## config.mk

```make
export PLATFORM = sky130hd
export DESIGN_NAME = gpio_responder_flat
export DESIGN_NICKNAME = d
export VERILOG_FILES = /design/src/rtl/gpio_responder_if.sv /design/src/rtl/gpio_responder.sv /design/src/flat_wrapper.sv
export SDC_FILE = /design/constraint.sdc
export NUM_CORES = 1
export LEC_CHECK = 0
export BUFFER_PORTS_ARGS = -buffer_cell sky130_fd_sc_hd__buf_2
export CAP_MARGIN = 10
export CORE_MARGIN = 10
export CORE_UTILIZATION = 35
export CTS_BUF_LIST = sky130_fd_sc_hd__clkbuf_16
export DETAILED_ROUTE_END_ITERATION = 10
export PLACE_DENSITY = 0.76
export SLEW_MARGIN = 20
export SYNTH_ARGS = -nofsm -noshare
export SYNTH_HDL_FRONTEND = slang
export SYNTH_SLANG_ARGS = --single-unit
```

## constraint.sdc

```tcl
create_clock -name clock -period 1.63 [get_ports clock]
set_clock_uncertainty 0.05 [all_clocks]
set_input_delay 0.326 -clock clock [delete_from_list [all_inputs] [get_ports clock]]
set_output_delay 0.326 -clock clock [all_outputs]
set_load 0.05 [all_outputs]
```

## src/rtl/gpio_responder_if.sv

```systemverilog
// gpio_responder_if -- request/response bundle between the memory
// controller data port (master) and a memory-mapped target (slave).
//
// Handshake: the master raises mem_read or mem_write with address (and
// input_data for writes). While the target holds stall high, the master
// keeps every request signal stable. The cycle in which stall is low with
// a request outstanding is the completion cycle: output_data is valid
// then, and the master advances at the end of that cycle. mem_write has
// priority over mem_read when both are high.
//
// Signals:
//   address     - byte address of the request
//   input_data  - write data
//   mem_read    - read request
//   mem_write   - write request
//   output_data - read data / pre-write value, valid in the completion cycle
//   stall       - target busy; master must hold the request
interface gpio_responder_if;
  logic [31:0] address;
  logic [31:0] input_data;
  logic        mem_read;
  logic        mem_write;
  logic [31:0] output_data;
  logic        stall;

  modport master (
    output address, input_data, mem_read, mem_write,
    input  output_data, stall
  );

  modport slave (
    input  address, input_data, mem_read, mem_write,
    output output_data, stall
  );
endinterface

```

## src/rtl/gpio_responder.sv

```systemverilog
// gpio_responder -- memory-mapped GPIO target with programmable wait states.
//
// Decodes requests inside a 16-byte window at BASE_ADDRESS, stalls the
// requester for WAIT_STATES extra cycles, then commits a write or returns
// read data. Writes return the register's pre-write value in output_data.
//
// Register map (address[3:2]; address[1:0] ignored):
//   0x0 OUT  : r/w, 4 bits, drives output_peripherals
//   0x4 IN   : read-only, 2-flop synchronized input_peripherals
//   0x8 EDGE : sticky rising-edge flags, write-1-to-clear
//              (only with GPIO_EDGE_CAPTURE_EN defined; otherwise reads 0)
//   0xC      : reserved, reads 0, writes ignored
//
// Optional feature macro: GPIO_EDGE_CAPTURE_EN
//
// Ports:
//   clock              - clock, all state changes on its rising edge
//   reset              - synchronous, active-high
//   bus                - request/response bundle (slave side)
//   input_peripherals  - asynchronous input pins
//   output_peripherals - OUT register value
//   state_dbg          - current FSM state (IDLE=0, WAIT=1, DONE=2)
module gpio_responder #(
  parameter logic [31:0] BASE_ADDRESS = 32'h0000_1000,
  parameter int          WAIT_STATES  = 1
) (
  input  logic                   clock,
  input  logic                   reset,
  gpio_responder_if.slave        bus,
  input  logic [3:0]             input_peripherals,
  output logic [3:0]             output_peripherals,
  output logic [1:0]             state_dbg
);

  localparam logic [1:0] ST_IDLE = 2'd0;
  localparam logic [1:0] ST_WAIT = 2'd1;
  localparam logic [1:0] ST_DONE = 2'd2;

  localparam logic [3:0] WAIT_LOAD = 4'(WAIT_STATES);

  localparam logic [1:0] REG_OUT  = 2'd0;
  localparam logic [1:0] REG_IN   = 2'd1;
  localparam logic [1:0] REG_EDGE = 2'd2;

  logic [1:0]  state;
  logic [3:0]  counter;
  logic [3:0]  out_reg;
  logic [3:0]  sync_meta;
  logic [3:0]  sync_in;
  logic [31:0] data_q;

  logic        sel;
  logic [1:0]  reg_idx;
  logic        commit;
  logic        wr_commit;
  logic [3:0]  rd_val;
  logic        stall_c;

  // Byte-lane bits and upper write-data bits carry no meaning here.
  logic        unused_bits;
  assign unused_bits = ^{bus.address[1:0], bus.input_data[31:4]};

  assign sel     = (bus.mem_read | bus.mem_write) &
                   (bus.address[31:4] == BASE_ADDRESS[31:4]);
  assign reg_idx = bus.address[3:2];

  // The access happens on the last WAIT cycle, and only if the requester
  // is still presenting the request (a dropped sel is a pipeline flush).
  assign commit    = (state == ST_WAIT) && sel && (counter == 4'd0);
  assign wr_commit = commit && bus.mem_write;

  // Two-flop synchronizer for the asynchronous input pins.
  always_ff @(posedge clock) begin
    if (reset) begin
      sync_meta <= 4'b0;
      sync_in   <= 4'b0;
    end else begin
      sync_meta <= input_peripherals;
      sync_in   <= sync_meta;
    end
  end

`ifdef GPIO_EDGE_CAPTURE_EN
  logic [3:0] sync_prev;
  logic [3:0] edge_flags;
  logic [3:0] edge_set;
  logic [3:0] edge_clr;

  assign edge_set = sync_in & ~sync_prev;
  assign edge_clr = (wr_commit && (reg_idx == REG_EDGE)) ? bus.input_data[3:0] : 4'b0;

  // Clear is applied first so a coincident new edge survives.
  always_ff @(posedge clock) begin
    if (reset) begin
      sync_prev  <= 4'b0;
      edge_flags <= 4'b0;
    end else begin
      sync_prev  <= sync_in;
      edge_flags <= (edge_flags & ~edge_clr) | edge_set;
    end
  end
`endif

  // Register read mux; for writes this is the pre-write value returned.
  always_comb begin
    rd_val = 4'b0;
    case (reg_idx)
      REG_OUT:  rd_val = out_reg;
      REG_IN:   rd_val = sync_in;
`ifdef GPIO_EDGE_CAPTURE_EN
      REG_EDGE: rd_val = edge_flags;
`else
      REG_EDGE: rd_val = 4'b0;
`endif
      default:  rd_val = 4'b0;
    endcase
  end

  always_comb begin
    stall_c = 1'b0;
    case (state)
      ST_IDLE: stall_c = sel;
      ST_WAIT: stall_c = 1'b1;
      ST_DONE: stall_c = 1'b0;
      default: stall_c = 1'b0;
    endcase
  end

  always_ff @(posedge clock) begin
    if (reset) begin
      state   <= ST_IDLE;
      counter <= 4'd0;
      out_reg <= 4'b0;
      data_q  <= 32'b0;
    end else begin
      case (state)
        ST_IDLE: begin
          if (sel) begin
            counter <= WAIT_LOAD;
            state   <= ST_WAIT;
          end
        end
        ST_WAIT: begin
          if (!sel) begin
            state <= ST_IDLE;
          end else if (counter == 4'd0) begin
            data_q <= {28'b0, rd_val};
            if (wr_commit && (reg_idx == REG_OUT)) begin
              out_reg <= bus.input_data[3:0];
            end
            state <= ST_DONE;
          end else begin
            counter <= counter - 4'd1;
          end
        end
        // The requester advances during DONE, so no new access starts here.
        ST_DONE: state <= ST_IDLE;
        default: state <= ST_IDLE;
      endcase
    end
  end

  assign bus.stall          = stall_c;
  assign bus.output_data    = data_q;
  assign output_peripherals = out_reg;
  assign state_dbg          = state;

endmodule
```

## src/flat_wrapper.sv

```systemverilog
// flat-port wrapper written by rule: the top's interface ports become plain ports
module gpio_responder_flat 
#(
  parameter logic [31:0] BASE_ADDRESS = 32'h0000_1000,
  parameter int          WAIT_STATES  = 1
)
  (clock, reset, input_peripherals, output_peripherals, state_dbg, bus_address, bus_input_data, bus_mem_read, bus_mem_write, bus_output_data, bus_stall);
  gpio_responder_if bus_i ();
  input  logic clock;
  input  logic reset;
  input  logic [3:0] input_peripherals;
  output logic [3:0] output_peripherals;
  output logic [1:0] state_dbg;
  input wire logic [$bits(bus_i.address)-1:0] bus_address;
  input wire logic [$bits(bus_i.input_data)-1:0] bus_input_data;
  input wire logic [$bits(bus_i.mem_read)-1:0] bus_mem_read;
  input wire logic [$bits(bus_i.mem_write)-1:0] bus_mem_write;
  output wire logic [$bits(bus_i.output_data)-1:0] bus_output_data;
  output wire logic [$bits(bus_i.stall)-1:0] bus_stall;
  assign bus_i.address = bus_address;
  assign bus_i.input_data = bus_input_data;
  assign bus_i.mem_read = bus_mem_read;
  assign bus_i.mem_write = bus_mem_write;
  assign bus_output_data = bus_i.output_data;
  assign bus_stall = bus_i.stall;
  gpio_responder #(.BASE_ADDRESS(BASE_ADDRESS), .WAIT_STATES(WAIT_STATES)) u_core (.clock(clock), .reset(reset), .bus(bus_i), .input_peripherals(input_peripherals), .output_peripherals(output_peripherals), .state_dbg(state_dbg));
endmodule
```

==> metrics.yaml <==
status: "finished, violations left"
violations: "setup timing"
cp.depth: 5
grt_usage: 0.0973
irDropWorstVdd_v: 0.000357
start_util: 0.364
htreeDepth: 1
timing.rr.start: "u_core.state_dbg[1]"
vias: 1086
ys_warn_count: 0
synth_cell_types: 30
cp_top_family: "simple AND/OR/NAND/NOR gates"
synth_seq_cells: 22
reg2reg_to: "u_core.counter[1]"
antenna_found_initial: 0
power.total_mw: 1.48
netlist.area_leader.share: 0.328
multi_input_area_sq_um: 871
worst_slack_ps: -237
dp_slack_ps: -452
rrSetupSlack_ps: -130
register_area_sq_um: 445
fmax_mhz: 536
startpoint: "u_core.state_dbg[1]"
ctsHoldBuffers: 0
cts.sinks: 22
ioPinCount: 111
synth_edf_count: 0
cp.required_ps: 1250
die_h_um: 81.9
fin_crit_ps: 1870
drtIter0Drc: 34
critPathSlowestCell: "or3_4"
finalSetupViolCount: 8
clock_path_buffers: 2
netlist_instances: 135
leakagePower_nw: 0.842
crit_fanout: 3
wire_per_inst_um: 13.6
root_buffer: "clkbuf_16"
clk_latency_ps: 250
power_density_nw_per_um2: 777
yosys.area.top_type: "dfxtp_1"
cp_num_buf_inv: 1
yosys-top-cells-area: "dfxtp_1 (33%), buf_4 (16%), nor4_4 (9.5%)"
grt_max_degree: 17
worstSetupStartpointType: "flop"
synth.avg_cell_area_sq_um: 9.94
coreArea_sq_um: 3690
dr.pass1.iters: 4
finalNetCount: 278
viasPerCell: 4.33
layout-drive-gt1-share: 0.517
dp_cells: 245
cts_tree: "done"
rsz0062_at_grt: "yes"
portBuffers: 52
netlist_area_sq_um: 1340
cpPeakStageDelay_ps: 390
yosysSeqAreaShare: 0.328
crit_end: "bus_stall"
fillers: 366
grt_pass1_wl_mm: 5.28
path_clk_slew_ps: 60
fin_cells: 251
syn_to_final_growth_pct: 41.6
worstSetupPathType: "reg2out"
dpl.hpwl_mm: 2.75
num_antenna_cells: 0
final_hold_viol_count: 0
numCtsBuffers: 3
crit_arrival_ps: 1490
gr-total-overflow: 0
rr_worst_depth: 6
die_w_um: 81.9
drt-total-wl_mm: 3.43
min_path_type: "in2reg"
drv_cap: 0
dieArea_sq_um: 6710
slew_violations: 0
final_util: 0.515
rows: 22
antenna_left: 0
grt_pass1_vias: 1164
finalCritPeriodShare: 1.15
path_cells: "nor4_4, nand4_4, or3_4, nand2_8, buf_12"
synth_ff_type: "dfxtp_1"
drc: 0
async_reset_ff_frac: 0
worst_setup_path_end_kind: "output pin"
gp_congestion: 0.843
[worst min path at each step]
stage,from,to,cells past startpoint
floorplan,u_core.sync_meta[0],u_core.sync_in[0],1
global placement,u_core.sync_meta[1],u_core.sync_in[1],1
detailed placement,u_core.sync_meta[0],u_core.sync_in[0],1
CTS,input_peripherals[0],u_core.sync_meta[0],2
global route,input_peripherals[2],u_core.sync_meta[2],2
finish,input_peripherals[0],u_core.sync_meta[0],2
[cell usage in the layout (no fill, tap or decap), types with 2 or more instances in the layout]
cell type  Yosys  routed
conb_1         1      28
dfxtp_1       22      18
buf_6          0       2
nor2b_1       11      11
buf_4         28      16
clkbuf_16      0       3
nand2_1       18      17
mux2_2         5       4
buf_2          1      49
nor3_1         4       2
nor3_2         0       2
mux2i_1        8       8
nor4_4         6       7
dfxtp_2        0       4
inv_2          0       2
nor2_1         4       4
[synth_stat cells (2+ instances only)]
master	n
buf_4	28
clkbuf_1	2
dfxtp_1	22
ha_1	2
inv_1	3
mux2_2	5
mux2i_1	8
nand2_1	18
nor2_1	4
nor2b_1	11
nor3_1	4
nor4_2	2
nor4_4	6
o31ai_1	2
o41ai_1	2
or3_1	2
[registers in the layout, indices dropped and copies added (netlist names)]
signal	flops
u_core.bus.output_data	4
u_core.counter	4
u_core.output_peripherals	4
u_core.state_dbg	2
u_core.sync_in	4
u_core.sync_meta	4
[worst register-to-register path: cells and delay by family (launching register included)]
kind	cells	cell delay, ps
buffers and inverters	2	320
multiplexers	1	330
AND/OR/NAND/NOR	3	620
flip-flops	1	340
[area by class of cell]
class / instances / area share
multi-input cells: 106 / 0.458
well taps: 48 / 0.0316
repair buffers: 68 / 0.215
clock inverters: 1 / 0.0158
inverters: 3 / 0.00592
flip-flops and latches: 22 / 0.234
clock buffers: 3 / 0.0395
[cell families (layout without fill, tap and decap cells)]
group	Yosys count	in the layout	synth area share
and+or+nand+nor	56	56	0.320
buffers and inverters	34	75	0.174
DFF	22	22	0.328
muxes	13	13	0.102
AOI/OAI and AO/OA	7	7	0.0550
adders and majority gates	2	2	0.0186
other	1	28	0.00279
[power by group]
group          internal, mW  switching, mW  total, mW
clock                 0.487          0.187      0.674
sequential            0.547        0.00228      0.549
combinational        0.0597          0.194      0.254
[timing repair]
item	in CTS	in global routing
gates resized for setup	14	8
pin swaps	1	1
buffers inserted	1	1
endpoints found under the setup margin	6	9
cloned	0	0
[metal layers]
| metal | track usage | part of all wire | up-vias |
|---|---|---|---|
| li1 | - | - | 546 |
| met1 | 0.0956 | 0.34 | 506 |
| met2 | 0.187 | 0.56 | 32 |
| met3 | 0.0295 | 0.087 | 2 |
| met4 | 0.0357 | 0.0096 | 0 |
| met5 | 0 | 0 | - |
[metrics by stage]
stage | hold WS [ps] | cell area, sq um | setup TNS (ps)
detailed placement | 374 | 1670 | -3480
finish | 232 | 1900 | -516
floorplan | 364 | 1470 | -203
global placement | 373 | 1670 | -2850
global route | 241 | 1900 | -1520
CTS | 233 | 1840 | -260
No activity file was read; power rests on OpenSTA's default activity.
